--- config.mk ---
export PLATFORM = sky130hd
export DESIGN_NAME = tick_counter_leds
export DESIGN_NICKNAME = d
export VERILOG_FILES = /design/src/rtl/tick_counter_leds.sv
export SDC_FILE = /design/constraint.sdc
export NUM_CORES = 1
export LEC_CHECK = 0
export CAP_MARGIN = 25
export CORE_ASPECT_RATIO = 1.2
export CORE_MARGIN = 2
export CORE_UTILIZATION = 40
export CTS_CLUSTER_SIZE = 16
export DETAILED_ROUTE_END_ITERATION = 7
export SYNTH_ARGS = -nofsm -noshare
export SYNTH_HDL_FRONTEND = slang
export SYNTH_SLANG_ARGS = --single-unit
--- constraint.sdc ---
create_clock -name CLK -period 2.9 [get_ports CLK]
set_input_delay 0.58 -clock CLK [delete_from_list [all_inputs] [get_ports CLK]]
set_output_delay 0.58 -clock CLK [all_outputs]
set_load 0.02 [all_outputs]
--- src/rtl/tick_counter_leds.sv ---
// tick_counter_leds: prescaled LED counter.
// A free-running prescaler produces a tick every SLEEP_TICKS enabled clocks;
// each tick steps COUNT up or down, wrapping or saturating at the range ends.
// Optional feature: define TICK_COUNTER_GRAY_EN to add a registered GRAY
// output that always carries the Gray code of COUNT.
module tick_counter_leds #(
  parameter int          WIDTH       = 8,
  parameter int          TICK_W      = 32,
  parameter int unsigned SLEEP_TICKS = 100000000
) (
  input  logic             CLK,
  input  logic             RST_N,
  input  logic             EN,
  input  logic             DIR,
  input  logic             SAT,
  input  logic             LOAD,
  input  logic [WIDTH-1:0] LOAD_VAL,
  output logic [WIDTH-1:0] COUNT,
  output logic             TICK,
  output logic             WRAP
`ifdef TICK_COUNTER_GRAY_EN
  ,
  output logic [WIDTH-1:0] GRAY
`endif
);

  // Last prescaler value of a period; reaching it while enabled is a tick.
  localparam logic [TICK_W-1:0] PRESCALE_LAST = TICK_W'(SLEEP_TICKS - 1);
  localparam logic [WIDTH-1:0]  COUNT_MAX     = '1;

  logic [TICK_W-1:0] prescale;
  logic              tick_edge;
  logic [WIDTH-1:0]  count_step;
  logic              wrap_step;
  logic [WIDTH-1:0]  count_d;

  assign tick_edge = EN && (prescale == PRESCALE_LAST);

  // Value COUNT would take on a tick edge, and whether that step wraps.
  always_comb begin
    // NOTE: every output of this block gets a default first, so no path
    // leaves it unassigned and no latch is inferred.
    count_step = COUNT;
    wrap_step  = 1'b0;
    if (!DIR) begin
      if (COUNT == COUNT_MAX) begin
        if (!SAT) begin
          count_step = '0;
          wrap_step  = 1'b1;
        end
      end else begin
        count_step = COUNT + WIDTH'(1);
      end
    end else begin
      if (COUNT == '0) begin
        if (!SAT) begin
          count_step = COUNT_MAX;
          wrap_step  = 1'b1;
        end
      end else begin
        count_step = COUNT - WIDTH'(1);
      end
    end
  end

  // Next COUNT for a non-reset edge: load beats a tick, otherwise hold.
  always_comb begin
    count_d = COUNT;
    if (LOAD) begin
      count_d = LOAD_VAL;
    end else if (tick_edge) begin
      count_d = count_step;
    end
  end

  // Prescaler, count and pulse registers; reset > LOAD > EN.
  always_ff @(posedge CLK) begin
    // NOTE: state registers use non-blocking assignments so every register
    // samples the pre-edge values, independent of statement order.
    if (!RST_N) begin
      prescale <= '0;
      COUNT    <= '0;
      TICK     <= 1'b0;
      WRAP     <= 1'b0;
    end else if (LOAD) begin
      prescale <= '0;
      COUNT    <= count_d;
      TICK     <= 1'b0;
      WRAP     <= 1'b0;
    end else begin
      if (EN) begin
        prescale <= tick_edge ? '0 : prescale + TICK_W'(1);
      end
      COUNT <= count_d;
      TICK  <= tick_edge;
      WRAP  <= tick_edge && wrap_step;
    end
  end

`ifdef TICK_COUNTER_GRAY_EN
  // Gray code registered from the same next value as COUNT, so they never skew.
  always_ff @(posedge CLK) begin
    if (!RST_N) begin
      GRAY <= '0;
    end else begin
      GRAY <= count_d ^ (count_d >> 1);
    end
  end
`endif

endmodule
==> flow_metrics.env, run 1 <==
export IMPL_clk_latency_ps=300
export IMPL_period_needed_ps=2520
export IMPL_io_buffers=23
export IMPL_drtIter0Drc=79
export IMPL_crit_slowest_cell="or4b_2"
export IMPL_syn_inst=283
export IMPL_hold_path_class="register to register"
export IMPL_hold_buffers=0
export IMPL_synth_most_common_cell="dfxtp_1"
export IMPL_synthDominantCellAreaShare_pct=36.8
export IMPL_h_tree_depth=2
export IMPL_crit_path_max_fanout=7
export IMPL_drv_slew=0
export IMPL_cp_slowest_stage_delay_ps=650
export IMPL_synth_top_cells_by_area="dfxtp_1 (37%), xor2_1 (6.9%), nor2_1 (6.6%), nand3_1 (5.3%), xnor2_1 (4.6%)"
export IMPL_die_w_um=73.0
export IMPL_ys_flop_type="dfxtp_1"
export IMPL_wl_per_cell_um=13.7
export IMPL_clock_fmax_mhz=397
export IMPL_die_h_um=86.8
export IMPL_n_antenna_cell=0
export IMPL_synth_edf_count=0
export IMPL_grt_pass1_wl_mm=8.81
export IMPL_dp_hpwl_mm=3.76
export IMPL_clk_pin_slew_ps=90
export IMPL_core_um2=5590
export IMPL_seqCellArea_um2=841
export IMPL_yosysSeqAreaShare_pct=36.8
export IMPL_syn_avg_cell_area_um2=8.07
export IMPL_crit_chain="clkdlybuf4s50_1, or4b_2, nor2_1, o21a_1, or2_1, nor3_1, a311o_1"
export IMPL_viasPerCell=5.57
export IMPL_finalWeightedCongestion=0.805
export IMPL_floorplan_initialDensity_pct=40.9
export IMPL_final_fill_count=537
export IMPL_die_area_um2=6330
export IMPL_multi_input_area_um2=1380
export IMPL_startpoint_type="primary input"
export IMPL_cellPowerDensity_nw_per_um2=414
export IMPL_finish_net_count=332
export IMPL_synth_top_cell_by_area="dfxtp_1"
export IMPL_areaGrowthSynthToFinish_pct=20.2
export IMPL_finalSetupViolCount=0
export IMPL_cts_buffers=5
export IMPL_max_slew_margin_pct=62.0
export IMPL_cts_resized=0
export IMPL_routed_wirelength_mm=5.18
export IMPL_drtPass1Iterations=4
export IMPL_hold_violations=0
export IMPL_end_kind="register"
export IMPL_cts_tree="built"
export IMPL_arrival_ps=2710
export IMPL_p_leak_nw=0.946
export IMPL_worst_pin_slew_ps=565
export IMPL_drc=0
export IMPL_post_cts_buffers=0
export IMPL_rows=30
export IMPL_antenna_found_initial=0
export IMPL_fin_crit_sh_pct=86.8
export IMPL_ir_drop_mv=0.283
export IMPL_first_global_vias=2015
export IMPL_ys_warnings_count=0
export IMPL_synth_seq_cells=42
export IMPL_netlist_area_um2=2280
export IMPL_setup_tns_final_ps=0
export IMPL_cts_buffer_depth=2
export IMPL_vias=2111
export IMPL_p_total_w=0.00114
export IMPL_cap_violations=0
export IMPL_grt_overflow=0
export IMPL_io_pins=24
export IMPL_cp_data_required_time_ps=3090
export IMPL_path_buf_inv=1
export IMPL_drive_gt1_share_pct=9.21
export IMPL_async_flop_share_pct=0
export IMPL_cts_sinks=42
export IMPL_status="finished, final reports clean"
export IMPL_synth_cell_types=47
export IMPL_crit_family="simple AND/OR/NAND/NOR gates"
export IMPL_syn_nets=301
export IMPL_grt_usage_pct=17.4
export IMPL_synth_common_cells="dfxtp_1 (42), nor2_1 (40), nand3_1 (24)"
export IMPL_rsz0062_at_grt="no"
export IMPL_ant_nets=0
export IMPL_critical_path_class="primary input to register"
export IMPL_grt_max_degree=27
export IMPL_finalClockSkew_ps=9.82
export IMPL_root_buffer="clkbuf_8"
worst min-delay path: stages, from the launching register on:
cell     delay (ps)
dfxtp_1         330
o21ai_0          70
a21oi_1          60
registers in the layout, indices dropped and copies added (netlist names):
register,flops
COUNT,8
TICK,1
WRAP,1
prescale,32
path summary, 6_finish.rpt:
path	startpoint	end	slack, ps	cells past startpoint
worst max-delay path	DIR	COUNT[3]	380	7
worst min-delay path	prescale[31]	prescale[31]	490	2
worst max register to register	COUNT[0]	COUNT[3]	500	8
worst min register to register	prescale[31]	prescale[31]	490	2
power breakdown:
| group | switching (W) | internal, W | leakage [nW] |
|---|---|---|---|
| logic | 0.0000743 | 0.0000715 | 0.565 |
| clock network | 0.000219 | 0.000172 | 0.0408 |
| registers | 0.0000155 | 0.000584 | 0.340 |
| total | 0.000309 | 0.000828 | 0.946 |
per-layer routing:
metal  vias to the layer above  GRT usage [%]  wire length, um
met3                         6           3.49              146
met2                        34           29.1             2540
met1                       988           21.7             2430
met4                         0           6.40               65
met5                         -              0                0
li1                       1083              -                -
area by class of cell:
| cell class | count | area share, % |
|---|---|---|
| tap | 64 | 2.92 |
| timing repair buffer | 36 | 12.4 |
| sequential | 42 | 30.6 |
| clock buffer | 5 | 2.51 |
| clock inverter | 3 | 0.866 |
| multi-input combinational | 225 | 50.1 |
| inverter | 4 | 0.547 |
kinds of logic after synthesis:
kind of cell | share of synthesized area (%)
muxes | 0.438
xor gates and xnor gates | 11.5
AOI/OAI and AO/OA | 11.8
and+or+nand+nor | 34.3
adders and majority gates | 2.19
DFF | 36.8
buffers and inverters | 2.96
cells in the final DEF, fill, tap and decap left out, types with 2 or more instances in the layout:
cell | netlist | routed
clkinvlp_4 | 0 | 2
o21ai_0 | 9 | 9
or4b_2 | 2 | 2
o311ai_0 | 4 | 4
nand4_1 | 13 | 13
and3_2 | 3 | 3
xor2_1 | 18 | 18
a31oi_1 | 2 | 2
inv_1 | 3 | 3
nor2_1 | 40 | 40
nand2_1 | 23 | 23
clkbuf_8 | 0 | 5
a21oi_1 | 10 | 10
nor3_1 | 7 | 7
xnor2_1 | 12 | 12
or4_1 | 3 | 3
o31ai_1 | 3 | 3
and2_1 | 2 | 2
or3_1 | 5 | 5
o22ai_1 | 2 | 2
ha_1 | 4 | 4
and3_1 | 10 | 10
and4_1 | 3 | 3
nor2b_1 | 4 | 4
dfxtp_1 | 42 | 42
clkdlybuf4s50_1 | 0 | 23
buf_4 | 0 | 12
nor4_1 | 3 | 3
nand3_1 | 24 | 24
stage by stage:
| step | setup WS, ps | hold WS [ps] | instance area [um^2] | instances | utilization [%] |
|---|---|---|---|---|---|
| floorplan | 471 | 454 | 2280 | 283 | - |
| global placement | 123 | 464 | 2650 | 371 | 47.4 |
| detailed placement | 107 | 485 | 2650 | 371 | 47.4 |
| CTS | 420 | 499 | 2750 | 379 | 49.1 |
| global route | 302 | 542 | 2750 | 379 | 49.1 |
| finish | 382 | 494 | 2750 | 379 | 49.1 |
Power figures use the tool's default switching activity.
==> inputs of run 2 (changes only) <==
--- a/config.mk
+++ b/config.mk
@@ -6,11 +6,12 @@
 export NUM_CORES = 1
 export LEC_CHECK = 0
 export CAP_MARGIN = 25
-export CORE_ASPECT_RATIO = 1.2
+export CORE_ASPECT_RATIO = 1.1
 export CORE_MARGIN = 2
 export CORE_UTILIZATION = 40
 export CTS_CLUSTER_SIZE = 16
 export DETAILED_ROUTE_END_ITERATION = 7
+export SKIP_CTS_REPAIR_TIMING = 1
 export SYNTH_ARGS = -nofsm -noshare
 export SYNTH_HDL_FRONTEND = slang
 export SYNTH_SLANG_ARGS = --single-unit
==> flow_metrics.env, run 2 (same netlist as run 1, synthesis figures left out) <==
export IMPL_cts_sinks=42
export IMPL_period_needed_ps=2430
export IMPL_final_cell_mix="dfxtp_1 (42), nor2_1 (40), nand3_1 (24), nand2_1 (23), clkdlybuf4s50_1 (23)"
export IMPL_drc=0
export IMPL_reg_top3="prescale (32), COUNT (8)"
export IMPL_rows=28
export IMPL_fin_crit_sh_pct=83.8
export IMPL_rsz0062_at_grt="no"
export IMPL_ant_nets=0
export IMPL_finish_net_count=330
export IMPL_finalWeightedCongestion=0.873
export IMPL_setup_tns_final_ps=0
export IMPL_ir_drop_mv=0.316
export IMPL_clk_pin_slew_ps=70
export IMPL_first_global_vias=1856
export IMPL_cap_violations=0
export IMPL_io_buffers=23
export IMPL_areaGrowthSynthToFinish_pct=20.0
export IMPL_finalSetupViolCount=0
export IMPL_drive_gt1_share_pct=8.31
export IMPL_core_um2=5470
export IMPL_wl_per_cell_um=13.5
export IMPL_crit_slowest_cell="or4b_2"
export IMPL_end_kind="register"
export IMPL_grt_overflow=0
export IMPL_worst_pin_slew_ps=541
export IMPL_crit_path_max_fanout=5
export IMPL_rr_endpoint="COUNT[1]"
export IMPL_path_buf_inv=1
export IMPL_grt_pass1_wl_mm=8.83
export IMPL_die_h_um=83.3
export IMPL_rr_startpoint="prescale[17]"
export IMPL_path_depth=7
export IMPL_die_w_um=76.1
export IMPL_root_buffer="clkbuf_8"
export IMPL_largest_reg_flops=32
export IMPL_grt_max_degree=31
export IMPL_floorplan_initialDensity_pct=41.8
export IMPL_hold_violations=0
export IMPL_min_path_cells=2
export IMPL_p_leak_nw=0.942
export IMPL_antenna_found_initial=0
export IMPL_r2r_slack_ps=500
export IMPL_crit_chain="clkdlybuf4s50_1, or4b_2, nor2_1, o21a_1, or2_1, nor3_1, a311o_1"
export IMPL_reg2regPathDepth=6
export IMPL_final_common_cell="dfxtp_1"
export IMPL_max_slew_margin_pct=63.6
export IMPL_clk_latency_ps=290
export IMPL_drv_slew=0
export IMPL_cp_slowest_stage_delay_ps=660
export IMPL_finalClockSkew_ps=5.96
export IMPL_regMostFlops="prescale"
export IMPL_dp_hpwl_mm=3.80
export IMPL_hold_path_class="register to register"
export IMPL_cp_data_required_time_ps=3080
export IMPL_status="finished, final reports clean"
export IMPL_h_tree_depth=2
export IMPL_whs_ps=483
export IMPL_arrival_ps=2610
export IMPL_drtIter0Drc=110
export IMPL_clock_fmax_mhz=411
export IMPL_viasPerCell=5.45
export IMPL_cellPowerDensity_nw_per_um2=411
export IMPL_n_antenna_cell=0
export IMPL_startpoint_type="primary input"
export IMPL_cts_buffer_depth=2
export IMPL_cp_startpoint="DIR"
export IMPL_cts_buffers=5
export IMPL_io_pins=24
export IMPL_vias=2114
export IMPL_die_area_um2=6330
export IMPL_routed_wirelength_mm=5.24
export IMPL_drtPass1Iterations=4
export IMPL_crit_family="simple AND/OR/NAND/NOR gates"
export IMPL_critPathCapture="COUNT[3]"
export IMPL_cts_tree="built"
export IMPL_critical_path_class="primary input to register"
export IMPL_grt_usage_pct=16.9
run 2: cell types whose count changed in the layout (fill, tap and decap cells not counted), sizes merged:
cell      change
buf           -2
clkbuf        +2
clkinvlp      -2
clkinv        +1
inv           -1
run 2: report_power, final:
part,leakage (nW),total [W],switching [W],internal (W)
clock network,0.0482,0.000382,0.000190,0.000192
registers,0.340,0.000599,0.0000149,0.000584
logic,0.554,0.000148,0.0000764,0.0000716
run 2: how the worst min path moves through the flow:
| stage | startpoint | endpoint |
|---|---|---|
| floorplan | prescale[31] | prescale[31] |
| global placement | prescale[24] | prescale[24] |
| detailed placement | prescale[24] | prescale[24] |
| CTS | prescale[24] | prescale[24] |
| global route | prescale[31] | prescale[31] |
| finish | prescale[31] | prescale[31] |
run 2: per-stage QoR:
step / cells / cell area [um^2] / setup slack [ps] / utilization [%] / power (W)
4_1_cts: 388 / 2740 / 485 / 50.2 / 0.00115
3_3_place_gp: 380 / 2650 / 192 / 48.5 / 0.000759
5_1_grt: 388 / 2740 / 345 / 50.2 / 0.00118
6_report: 388 / 2740 / 470 / 50.2 / 0.00113
3_5_place_dp: 380 / 2650 / 183 / 48.5 / 0.000759
2_1_floorplan: 283 / 2280 / 471 / - / 0.000695
run 2: layer usage:
| layer | track usage (%) | vias up | wire length, um |
|---|---|---|---|
| met4 | 7.11 | 0 | 82 |
| met3 | 3.48 | 6 | 255 |
| li1 | - | 1077 | - |
| met1 | 23.1 | 976 | 2580 |
| met2 | 25.8 | 55 | 2330 |
| met5 | 0 | - | 0 |
run 2: final cells by class:
cell class | instances | area, um^2
multi-input combinational | 225 | 1380
fill | 566 | 2720
tap | 75 | 93.8
timing repair buffer | 34 | 325
sequential | 42 | 841
clock inverter | 1 | 5.00
clock buffer | 7 | 86.3
inverter | 4 | 15.0
run 2: worst register-to-register path: cells and delay by family, from the launching register on:
| kind | cells | cell delay (ps) |
|---|---|---|
| AND/OR/NAND/NOR | 4 | 1440 |
| flip-flops | 1 | 350 |
| AO/OA/AOI/OAI | 1 | 310 |
| buffers and inverters | 1 | 190 |
==> inputs of run 3 (changes only) <==
==> constraint.sdc (replaced) <==
create_clock -name CLK -period 2.4 [get_ports CLK]
set_input_delay 0.48 -clock CLK [delete_from_list [all_inputs] [get_ports CLK]]
set_output_delay 0.48 -clock CLK [all_outputs]
set_load 0.02 [all_outputs]
==> flow_metrics.env, run 3 (same netlist as run 1, synthesis figures left out) <==
export IMPL_crit_chain="or4bb_1, nor4_2, nand4_1, or2_4, buf_4, o311ai_0"
export IMPL_cellPowerDensity_nw_per_um2=497
export IMPL_arrival_ps=2500
export IMPL_r2r_slack_ps=80
export IMPL_areaGrowthSynthToFinish_pct=30.1
export IMPL_largest_reg_flops=32
export IMPL_clock_fmax_mhz=431
export IMPL_end_kind="register"
export IMPL_crit_path_max_fanout=5
export IMPL_cap_violations=0
export IMPL_clk_latency_ps=300
export IMPL_cts_buffer_depth=2
export IMPL_grt_usage_pct=18.3
export IMPL_rsz0062_at_grt="no"
export IMPL_floorplan_initialDensity_pct=41.8
export IMPL_postPlaceCellArea_um2=2850
export IMPL_root_buffer="clkbuf_8"
export IMPL_crit_family="simple AND/OR/NAND/NOR gates"
export IMPL_cts_sinks=42
export IMPL_io_buffers=23
export IMPL_clockPowerShare_pct=37.6
export IMPL_die_h_um=83.3
export IMPL_max_slew_margin_pct=67.1
export IMPL_startpoint_type="register"
export IMPL_setup_tns_final_ps=0
export IMPL_critical_path_class="register to register"
export IMPL_cp_data_required_time_ps=2580
export IMPL_vias=2234
export IMPL_dp_hpwl_mm=4.03
export IMPL_die_area_um2=6330
export IMPL_die_w_um=76.1
export IMPL_reg_top3="prescale (32), COUNT (8)"
export IMPL_drtPass1Iterations=4
export IMPL_drc=0
export IMPL_finalWeightedCongestion=0.852
export IMPL_power_frac_seq_pct=48.3
export IMPL_fin_area_um2=2970
export IMPL_rows=28
export IMPL_cts_tree="built"
export IMPL_p_sw_w=0.000360
export IMPL_viasPerCell=5.38
export IMPL_swShare_pct=24.4
export IMPL_ant_nets=0
export IMPL_combinationalPowerShare_pct=14.1
export IMPL_h_tree_depth=2
export IMPL_drtIter0Drc=96
export IMPL_ir_drop_mv=0.370
export IMPL_p_leak_nw=1.09
export IMPL_core_um2=5470
export IMPL_drive_gt1_share_pct=16.2
export IMPL_fin_crit_sh_pct=96.7
export IMPL_final_cell_mix="dfxtp_1 (42), nor2_1 (39), buf_4 (37), nand3_1 (24)"
export IMPL_finalClockSkew_ps=3.92
export IMPL_n_antenna_cell=0
export IMPL_finish_net_count=357
export IMPL_final_common_cell="dfxtp_1"
export IMPL_cts_buffers=5
export IMPL_cp_slowest_stage_delay_ps=520
export IMPL_grt_overflow=0
export IMPL_grt_pass1_wl_mm=9.46
export IMPL_wl_per_cell_um=13.6
export IMPL_regMostFlops="prescale"
export IMPL_io_pins=24
export IMPL_path_buf_inv=1
export IMPL_worst_pin_slew_ps=481
export IMPL_hold_violations=0
export IMPL_drv_slew=0
export IMPL_hold_path_class="register to register"
export IMPL_routed_wirelength_mm=5.62
export IMPL_antenna_found_initial=0
export IMPL_crit_slowest_cell="or4bb_1"
export IMPL_status="finished, final reports clean"
export IMPL_finalSetupViolCount=0
export IMPL_clk_pin_slew_ps=80
export IMPL_first_global_vias=2019
export IMPL_period_needed_ps=2320
export IMPL_grt_max_degree=31
export IMPL_p_int_w=0.00112
## run 3: tightest hold or removal path, cell delays in order, from the launching register on
cell and delay [ps]:
dfxtp_1 320, o21ai_0 70, a21oi_1 60
## run 3: layout make-up
type / count / area [um^2]
Fill cell: 547 / 2490
Multi-Input combinational cell: 225 / 1390
Sequential cell: 42 / 841
Timing Repair Buffer: 61 / 528
Tap cell: 75 / 93.8
Clock buffer: 7 / 76.3
Clock inverter: 1 / 30.0
Inverter: 4 / 15.0
## run 3: per-layer routing
| layer | track usage [%] | part of all wire [%] | vias up |
|---|---|---|---|
| met5 | 0 | 0 | - |
| met4 | 5.79 | 1.2 | 0 |
| met3 | 5.00 | 5.0 | 7 |
| met2 | 27.7 | 44 | 55 |
| met1 | 25.2 | 49 | 1038 |
| li1 | - | - | 1134 |
## run 3: power groups by stage
| stage | Sequential (W) | Clock, W | Combinational [W] |
|---|---|---|---|
| 4_1_cts | 0.000713 | 0.000572 | 0.000207 |
| 3_3_place_gp | 0.000730 | 0 | 0.000206 |
| 5_1_grt | 0.000715 | 0.000602 | 0.000227 |
| 2_1_floorplan | 0.000743 | 0 | 0.0000963 |
| 3_5_place_dp | 0.000729 | 0 | 0.000206 |
| 6_report | 0.000713 | 0.000556 | 0.000208 |
## run 3: path summary, 6_finish.rpt
check | from | to | cells after the start
max | prescale[12] | COUNT[1] | 6
min | prescale[24] | prescale[24] | 2
max reg2reg | prescale[12] | COUNT[1] | 6
min reg2reg | prescale[24] | prescale[24] | 2
## run 3: metrics by stage
step | hold slack (ps) | instances | setup WS [ps] | power (W) | utilization [%]
after floorplan | 454 | 283 | 30.8 | 0.000839 | -
after global placement | 464 | 407 | -157 | 0.000935 | 52.2
after detailed placement | 483 | 407 | -157 | 0.000935 | 52.2
after CTS | 496 | 415 | 2.47 | 0.00149 | 54.2
after global routing | 545 | 415 | 2.93 | 0.00154 | 54.4
final | 493 | 415 | 80.0 | 0.00148 | 54.4
